## src/rtl/fast_dac_interleaver.sv

```systemverilog
// fast_dac_interleaver
// Drives N_DAC dual-channel parallel DACs from 2*N_DAC signed sample streams.
// Each DAC bus is time-interleaved A/B with a per-DAC select line.
// Pipeline: capture (coherent A/B pair) -> process (offset trim, saturate,
// mute) -> output register.
// Mode 0 runs a two-cycle frame with side A then side B on the bus.
// Mode 1 streams side A every cycle with select held low.
module fast_dac_interleaver #(
   parameter int N_DAC = 7,
   parameter int W     = 16,
   parameter int OFS_W = 16
) (
   input  logic                         clk_in,
   input  logic                         rst_in,
   input  logic [2*N_DAC*W-1:0]         s_in,
   input  logic [2*N_DAC-1:0]           mute_in,
   input  logic                         mode_in,
   input  logic                         ofs_we_in,
   input  logic [$clog2(2*N_DAC)-1:0]   ofs_addr_in,
   input  logic [OFS_W-1:0]             ofs_data_in,
   output logic [N_DAC*W-1:0]           dac_out,
   output logic [N_DAC-1:0]             sel_out,
   output logic                         frame_out
);

   localparam int NCH = 2 * N_DAC;
   localparam int AW  = $clog2(NCH);

   // Adds a sign-extended offset to a sample at W+1 bits and clamps the
   // result back into the signed W-bit range.
   function automatic logic signed [W-1:0] sat_add(
      input logic signed [W-1:0]     a,
      input logic signed [OFS_W-1:0] b
   );
      logic signed [W:0] a_x;
      logic signed [W:0] b_x;
      logic signed [W:0] sum;
      a_x = {a[W-1], a};
      b_x = {{(W + 1 - OFS_W){b[OFS_W-1]}}, b};
      sum = a_x + b_x;
      // The two top bits disagree only when the W-bit range was exceeded.
      if (sum[W] != sum[W-1]) begin
         if (sum[W]) begin
            sat_add = {1'b1, {(W - 1){1'b0}}};
         end else begin
            sat_add = {1'b0, {(W - 1){1'b1}}};
         end
      end else begin
         sat_add = sum[W-1:0];
      end
   endfunction

   // Frame control
   logic phase_q, phase_d;
   logic mode_q, mode_d;
   logic cap_en;
   logic proc_en;
   logic a_side;

   // Pipeline state
   logic signed [W-1:0]     cap_q  [NCH];
   logic [NCH-1:0]          mute_q;
   logic signed [W-1:0]     proc_q [NCH];
   logic signed [W-1:0]     proc_d [NCH];
   logic signed [OFS_W-1:0] ofs_q  [NCH];

   // Output registers
   logic [N_DAC*W-1:0] dac_q, dac_d;
   logic [N_DAC-1:0]   sel_q, sel_d;
   logic               frame_q, frame_d;

   // Stage enables and next phase/mode; mode only moves on a frame boundary.
   always_comb begin
      cap_en  = ~phase_q;
      proc_en = phase_q | mode_q;
      a_side  = mode_q | ~phase_q;
      phase_d = mode_q ? 1'b0 : ~phase_q;
      mode_d  = (phase_q | mode_q) ? mode_in : mode_q;
   end

   // Frame phase and mode registers.
   always_ff @(posedge clk_in) begin
      if (rst_in) begin
         phase_q <= 1'b0;
         mode_q  <= 1'b0;
      end else begin
         phase_q <= phase_d;
         mode_q  <= mode_d;
      end
   end

   // ---- capture stage: whole sample set and its mute mask taken together ----
   // Capture all channels at once so A and B of a DAC come from one sample.
   always_ff @(posedge clk_in) begin
      if (rst_in) begin
         for (int c = 0; c < NCH; c++) begin
            cap_q[c] <= '0;
         end
         mute_q <= '0;
      end else if (cap_en) begin
         for (int c = 0; c < NCH; c++) begin
            cap_q[c] <= $signed(s_in[c*W +: W]);
         end
         mute_q <= mute_in;
      end
   end

   // Offset register file; addresses beyond the last channel match nothing.
   always_ff @(posedge clk_in) begin
      if (rst_in) begin
         for (int c = 0; c < NCH; c++) begin
            ofs_q[c] <= '0;
         end
      end else begin
         for (int c = 0; c < NCH; c++) begin
            if (ofs_we_in && (ofs_addr_in == AW'(c))) begin
               ofs_q[c] <= $signed(ofs_data_in);
            end
         end
      end
   end

   // ---- process stage: trim, saturate, mute ----
   // Per-channel trimmed value; a same-cycle offset write is not seen here.
   always_comb begin
      for (int c = 0; c < NCH; c++) begin
         proc_d[c] = '0;
         if (!mute_q[c]) begin
            proc_d[c] = sat_add(cap_q[c], ofs_q[c]);
         end
      end
   end

   // Process register, updated once per frame in mode 0 and every cycle in mode 1.
   always_ff @(posedge clk_in) begin
      if (rst_in) begin
         for (int c = 0; c < NCH; c++) begin
            proc_q[c] <= '0;
         end
      end else if (proc_en) begin
         for (int c = 0; c < NCH; c++) begin
            proc_q[c] <= proc_d[c];
         end
      end
   end

   // ---- output stage: pick side A or B for every DAC bus ----
   // Select the side for this cycle; data, select and frame move together.
   always_comb begin
      dac_d = '0;
      for (int k = 0; k < N_DAC; k++) begin
         dac_d[k*W +: W] = a_side ? proc_q[2*k] : proc_q[2*k+1];
      end
      sel_d   = a_side ? '0 : '1;
      frame_d = a_side;
   end

   // Output register, the only thing driving the pins.
   always_ff @(posedge clk_in) begin
      if (rst_in) begin
         dac_q   <= '0;
         sel_q   <= '0;
         frame_q <= 1'b0;
      end else begin
         dac_q   <= dac_d;
         sel_q   <= sel_d;
         frame_q <= frame_d;
      end
   end

   assign dac_out   = dac_q;
   assign sel_out   = sel_q;
   assign frame_out = frame_q;

endmodule

```

## config.mk

```make
export PLATFORM = sky130hd
export DESIGN_NAME = fast_dac_interleaver
export DESIGN_NICKNAME = d
export VERILOG_FILES = /design/src/rtl/fast_dac_interleaver.sv
export SDC_FILE = /design/constraint.sdc
export NUM_CORES = 1
export LEC_CHECK = 0
export ABC_AREA = 1
export ABC_CLOCK_PERIOD_IN_PS = 18600
export BUFFER_PORTS_ARGS = -buffer_cell sky130_fd_sc_hd__buf_2
export CAP_MARGIN = 25
export CORE_MARGIN = 3
export CORE_UTILIZATION = 45
export DETAILED_ROUTE_END_ITERATION = 8
export GPL_TIMING_DRIVEN = 0
export PLACE_DENSITY = 0.7
export SLEW_MARGIN = 0
export SYNTH_ARGS = -nofsm -noshare
export SYNTH_HDL_FRONTEND = slang
export SYNTH_SLANG_ARGS = --single-unit
export TNS_END_PERCENT = 20
```

## constraint.sdc

```tcl
create_clock -name clk_in -period 18.6 [get_ports clk_in]
set_clock_uncertainty 0.2 [all_clocks]
set_input_delay 3.72 -clock clk_in [delete_from_list [all_inputs] [get_ports clk_in]]
set_output_delay 3.72 -clock clk_in [all_outputs]
set_load 0.01 [all_outputs]
```

### Word-level counts from Yosys, hierarchy flattened

Memories as Yosys holds them, arrays and structs flattened.
Cells that the tools add are included.
Widths: inputs -> output; s select.

* bits in registers: 136
* RAM bits: 672
* bits of input ports: 262
* output and inout bits: 120
* word-level logic and storage cells: 253
* memories: 3

Memory list
* cap_q: depth 14, width 16, rd ports 14, clocked after Yosys merged registers in 0, wr ports 14, RTL line 61 `logic signed [W-1:0] cap_q [NCH];`
* ofs_q: depth 14, width 16, rd ports 14, clocked after Yosys merged registers in 0, wr ports 14, RTL line 65 `logic signed [OFS_W-1:0] ofs_q [NCH];`
* proc_q: depth 14, width 16, rd ports 14, clocked after Yosys merged registers in 0, wr ports 14, RTL line 63 `logic signed [W-1:0] proc_q [NCH];`

* add/subtract/negate cells: 14
* equal/unequal tests: 27
* multiplexer cells: 142
* bitwise gates (word level): 45
* reductions and logical operators: 16

Operators with widths (count)
* $mux 16: 91
* $add 16x16->17: 14
* $mux 1: 50
* $or 1x1->1: 44
* $eq 4x4->1 const B: 6
* $eq 4x3->1 const B: 4
* $logic_and 1x1->1: 14
* $ne 1x1->1: 14
* $eq 4x2->1 const B: 2
* $mux 7: 1
* $eq 4x1->1 const B: 1
* $logic_not 4->1: 1
* $reduce_or 2->1: 1
* $not 1->1: 1

### Depth between registers and ports, before layout

Gate-level depths: netlist of the first run.

* depth in word-level cells: 6
* depth in mapped cells: 16
* mapped depth without buffers: 15

### Least setup slack after synthesis of the first run

No wires, ideal clock.

* path type: input-to-reg
* start point: in rst_in
* end point: reg dac_q[0], in the netlist dac_out[0]
* library setup time: 117 ps
* arrival: 9455 ps
* data required time: 18283 ps
* slack: 8828 ps
* stages: 6
* buffers on the path: 2
* cell sequence: inv_2 nand2_1 nor2_2 buf_2 buf_2 a22o_1

RTL lines
* from (decl): RTL line 14 `input logic rst_in,`
* to (signal assigned): RTL line 161 `dac_q <= '0;`
* to (signal assigned): RTL line 165 `dac_q <= dac_d;`
* to (decl): RTL line 68 `logic [N_DAC*W-1:0] dac_q, dac_d;`

==> results.ini, run 1 <==
[status]
status = finished clean

[setup_path]
critPathBufInv = 6
cp_slowest_stage_delay_ps = 500
critPathArrivalTime_ps = 6290
crit_slowest_cell = buf_16
cp-endpoint = proc_q[0][171]
critPathCaptureType = flop
crit_fanout = 128
r2r-end = dac_out[64]
r2r-start = phase_q
critPathTopFamily = buffers and inverters
critPathLaunchType = input pin
worstPathCellList = buf_2 > nor2_2 > inv_2 > clkbuf_1 > buf_8 > nor2_1 > inv_8 > buf_16
critPathKind = in -> reg
reg2reg_setup_slack_ps = 15200
cp.depth = 8
cp.required_ps = 18690
reg2reg_depth = 7
cp-startpoint = rst_in

[detailed_routing]
wl_per_cell_microns = 18.9
finalWirelength_microns = 123000
vias = 33045
post-route-drc-count = 0
drt-initial-drc-count = 2939
ant_nets = 0
vias_per_cell = 5.08
drt-pass1-iter-count = 7

[global_routing]
grtUsageTotal_pct = 24.7
grt_util_met1_pct = 32.8
grt.met3_usage_pct = 4.30
grt_pass1_vias = 31714
grt_antenna_before_repair = 11
overflow = 0
met2_usage_pct = 40.5
grt_pass1_wl_microns = 184000
grt.busiest_layer = met2
grt_max_degree = 129

[logic_synthesis]
ys_types = 40
syn_nets = 5177
synth_top_cell_area_share_pct = 47.2
synth.area.top_cells = edfxtp_1, nand2_1, ha_1
syn_inst = 4677
yosysTopAreaCell = edfxtp_1
synth-seq-cells = 802
synth_warnings = 0
syn_area_sq_mm = 0.0428
ys_seq_area_share_pct = 53.3
synth_area_per_cell_sq_um = 9.14

[timing]
max_freq_mhz = 161
rsz0062_at_grt = false
setup_viol = 0
tightestPinTransition_ps = 1100
slew_headroom_pct = 26.7
report.final.slew_viol_count = 0
finalCriticalPeriod_ps = 6200
tns_ps = 0
fin_ws_ps = 12400
hold_violations = 0
period_share_pct = 33.3

[layout]
final_common_cell = nand2_1
stdcell_area_sq_mm = 0.0497
syn_to_final_growth_pct = 16.2
nets = 5668
drive_gt1_share_pct = 16.3
layout_common_cells = nand2_1, nor2_1, edfxtp_1

[placement]
post-place-ws_ps = 11690
io_buffer_count = 381
placed_area_sq_mm = 0.0466
hpwl_microns = 95800
gp_congestion = 0.926

[pwr]
p_per_area_mw_per_mm2 = 104
switching_share_pct = 30.2
clkPwrFrac_pct = 35.0
combinationalPowerShare_pct = 21.2
pwr-share-seq_pct = 43.7
power_switching_w = 0.00156
peakVddDrop_mv = 0.0882
p_int_w = 0.00359
power.leakage_nw = 24.4

[cts]
clockBufferDepth = 3
clkLatencyLatePin_ps = 670
clock-sinks = 802
cts_made_buffers = 87
cts_tree = yes
cts_htree_levels = 3
postCtsHoldBufs = 0
post_cts_buffers = 0
cts_resized = 0
clockRootBuffer = clkbuf_16
path_clk_slew_ps = 60

[die]
core-area_sq_mm = 0.0937
die_w_microns = 314
start_util_pct = 45.6
rows = 112
dieArea_sq_mm = 0.0988
ios = 382
die_y_microns = 314

[hold_path]
hold_path_class = reg -> reg

[job]
cap_violations = 0

[cell usage after synthesis (all sizes together)]
cell type / count
nand2: 1243
nor2: 685
edfxtp: 672
inv: 640
nand3: 260
a21oi: 242
ha: 224
dfxtp: 130
a22o: 112
xor2: 88
buf: 73
o21ai: 47
clkbuf: 43
and2: 35
nand4: 33
nor3: 27
o21bai: 21
or2: 21
a21o: 19
a21boi: 17
fa: 14
xnor2: 14
nor3b: 7
nand3b: 4
o21a: 4
o31ai: 2
[layout make-up]
cell class              count  area [sq um]
plain buffers             116           684
clock buffers             119          2530
clock inverters            44           497
flip-flops and latches    802         22800
diodes                      7          17.5
well taps                1254          1570
repair buffers            402          2250
fillers                  8509         44100
inverters                 640          2410
multi-input cells        3119         16900
[worst register-to-register path: stages, from the launching register on]
cell     delay (ps)
dfxtp_1         360
buf_2           280
nand2_4         450
buf_16          430
nor2_2          440
buf_2           520
buf_2           390
a22o_1          250
[per-stage QoR]
step / util [%] / cells / hold WS [ps] / power, W
global placement: 49.3 / 6312 / 244 / 0.00337
global route: 53.0 / 6498 / 269 / 0.00539
floorplan: - / 4677 / 236 / 0.00303
CTS: 53.0 / 6495 / 257 / 0.00517
detailed placement: 49.7 / 6332 / 243 / 0.00337
finish: 53.0 / 6503 / 255 / 0.00514
[sequential cells by signal, indices dropped and copies added (netlist names)]
name       flops
cap_q        224
ofs_q        224
proc_q       224
dac_out      112
mute_q        14
frame_out      1
mode_q         1
phase_q        1
sel_out        1
[routing by layer]
layer / routed length [microns] / vias to the layer above
li1: - / 16320
met1: 52000 / 15421
met2: 57000 / 1080
met3: 8750 / 218
met4: 5060 / 6
met5: 42 / -
[worst min path at each step]
stage               cells after the start      endpoint  slack (ps)            from
global route                            1   dac_out[79]         270  proc_q[0][143]
detailed placement                      1  dac_out[111]         240  proc_q[0][207]
CTS                                     1  dac_out[111]         260  proc_q[0][207]
floorplan                               1   dac_out[26]         240   proc_q[0][42]
global placement                        1   dac_out[57]         240  proc_q[0][105]
finish                                  1   dac_out[59]         250  proc_q[0][107]
[power by group through the flow]
stage	clock network, W	logic, W	registers (W)
final	0.00180	0.00109	0.00225
after global routing	0.00190	0.00122	0.00227
after CTS	0.00183	0.00109	0.00225
after detailed placement	0	0.00108	0.00229
after global placement	0	0.00106	0.00230
after floorplan	0	0.000747	0.00228
[kinds of logic after synthesis]
family / count (synthesis) / share of synthesized area (%)
buffers and inverters: 756 / 7.22
xor gates and xnor gates: 102 / 2.09
DFF: 802 / 53.3
and+or+nand+nor: 2315 / 22.8
adders and majority gates: 238 / 7.21
AOI/OAI and AO/OA: 464 / 7.38
(Power assumes the default switching activity.)
==> run 2, diff against run 1 <==
- ABC_CLOCK_PERIOD_IN_PS: 18600 -> 5600
- PLACE_DENSITY: 0.7 -> 0.73
- clock period: 18.6 -> 5.6 ns (I/O delays scaled with it)
==> results.ini, run 2 (synthesis results as in run 1) <==
[layout]
final_common_cell = nand2_1  ; unchanged
nFillCells = 8474  ; was 8509
largest_registers = cap_q (224), ofs_q (224), proc_q (224)  ; unchanged
drive_gt1_share_pct = 16.2  ; was 16.3%
fin_cells = 6498  ; was 6503
syn_to_final_growth_pct = 15.8  ; was 16.2%
seqCellArea_sq_mm = 0.0228  ; unchanged
layout_common_cells = nand2_1, nor2_1, edfxtp_1  ; unchanged
final_util_pct = 52.8  ; was 53.0%
multi_input_area_sq_mm = 0.0169  ; about the same
nets = 5666  ; was 5668

[placement]
gp_congestion = 0.948  ; was 0.926
post-place-ws_ps = 1260  ; was 11690 ps
hpwl_microns = 95200  ; was 95800 microns
io_buffer_count = 381  ; unchanged
dp.cells = 6331  ; was 6332

[detailed_routing]
drt-initial-drc-count = 2917  ; was 2939
ant_nets = 0  ; unchanged
drt-pass1-iter-count = 7  ; unchanged
post-route-drc-count = 0  ; unchanged
vias_per_cell = 5.12  ; was 5.08
finalWirelength_microns = 122000  ; was 123000 microns
wl_per_cell_microns = 18.8  ; was 18.9 microns
vias = 33253  ; was 33045

[timing]
max_freq_mhz = 275
tns_ps = 0  ; unchanged
rsz0062_at_grt = false  ; unchanged
period_share_pct = 65.0
tightestPinTransition_ps = 1110  ; was 1100 ps
report.final.slew_viol_count = 0  ; unchanged
slew_headroom_pct = 25.4  ; was 26.7%
hold_violations = 0  ; unchanged
hold_ws_ps = 245  ; was 255 ps
fin_ws_ps = 1960  ; was 12400 ps
finalCriticalPeriod_ps = 3640
setup_viol = 0  ; unchanged

[global_routing]
grtUsageTotal_pct = 24.5  ; was 24.7%
grt_pass1_wl_microns = 182000  ; was 184000 microns
grt_max_degree = 129  ; unchanged
grt_antenna_before_repair = 16  ; was 11
grt_pass1_vias = 31793  ; was 31714
overflow = 0  ; unchanged

[pwr]
clkPwrFrac_pct = 34.8  ; was 35.0%
power.leakage_nw = 24.4  ; about the same
pwr-share-seq_pct = 44.0  ; was 43.7%
switching_share_pct = 30.1  ; was 30.2%
peakVddDrop_mv = 0.255  ; was 0.0882 mV
p_per_area_mw_per_mm2 = 343  ; was 104 mW/mm^2
power_switching_w = 0.00511  ; was 0.00156 W
combinationalPowerShare_pct = 21.3  ; was 21.2%
p_int_w = 0.0119  ; was 0.00359 W

[die]
ios = 382  ; unchanged
die_w_microns = 314  ; unchanged
rows = 112  ; unchanged
die_y_microns = 314  ; unchanged
start_util_pct = 45.6  ; unchanged
dieArea_sq_mm = 0.0988  ; unchanged
core-area_sq_mm = 0.0937  ; unchanged

[status]
status = finished clean  ; unchanged

[cts]
clockBufferDepth = 3  ; unchanged
postCtsHoldBufs = 0  ; unchanged
clkLatencyLatePin_ps = 660  ; was 670 ps
path_clk_slew_ps = 60  ; about the same
clockRootBuffer = clkbuf_16  ; unchanged
cts_resized = 0  ; unchanged
cts_tree = yes  ; unchanged
cts_made_buffers = 87  ; unchanged
cts_htree_levels = 3  ; unchanged
post_cts_buffers = 0  ; unchanged
clock-sinks = 802  ; unchanged

[setup_path]
reg2reg_depth = 8  ; was 7
critPathKind = in -> reg  ; unchanged
cp.required_ps = 5960  ; was 18690 ps
critPathLaunchType = input pin  ; unchanged
critPathCaptureType = flop  ; unchanged
critPathArrivalTime_ps = 4000  ; was 6290 ps
crit_fanout = 116  ; was 128

[hold_path]
hold_path_depth = 1  ; unchanged
hold_path_class = reg -> reg  ; unchanged

[job]
cap_violations = 0  ; unchanged

==> run 2: stage by stage <==
| stage | power [W] | cell area (sq um) |
|---|---|---|
| CTS | 0.0171 | 49500 |
| global placement | 0.0112 | 46200 |
| detailed placement | 0.0112 | 46600 |
| finish | 0.0170 | 49500 |
| floorplan | 0.0100 | 42800 |
| global route | 0.0178 | 49500 |
==> run 2: final cells by class <==
class / instances / share of cell area [%]
buffer: 116 / 1.38
multi-input combinational: 3119 / 34.2
tap: 1254 / 3.17
sequential: 802 / 46.0
inverter: 640 / 4.86
timing repair buffer: 400 / 4.41
clock buffer: 106 / 4.77
antenna: 5 / 0.0253
clock inverter: 56 / 1.18
==> run 2: routing by layer <==
| metal | track usage, % | vias up | wire (microns) |
|---|---|---|---|
| li1 | - | 16326 | - |
| met1 | 32.9 | 15595 | 51900 |
| met2 | 40.4 | 1128 | 57000 |
| met3 | 3.71 | 196 | 9190 |
| met4 | 8.49 | 8 | 4040 |
| met5 | 0 | - | 51 |
==> run 2: worst paths after layout <==
check                     from          end  slack [ps]
setup / recovery        rst_in  dac_out[66]        1960
hold / removal    proc_q[0][9]   dac_out[9]         250
setup reg to reg       phase_q  dac_out[66]        2170
hold reg to reg   proc_q[0][9]   dac_out[9]         250
==> run 2: power groups by stage <==
stage	clock network, W	registers (W)	logic [W]
floorplan	0	0.00756	0.00248
global placement	0	0.00764	0.00351
detailed placement	0	0.00760	0.00359
CTS	0.00598	0.00748	0.00361
global route	0.00623	0.00753	0.00404
finish	0.00591	0.00748	0.00362
==> run 2: worst max-delay path: stages <==
cell,delay (ps)
buf_2,160
inv_2,230
nand2_8,250
buf_16,300
buf_16,340
nor2_2,480
buf_2,450
buf_2,360
a22o_1,270
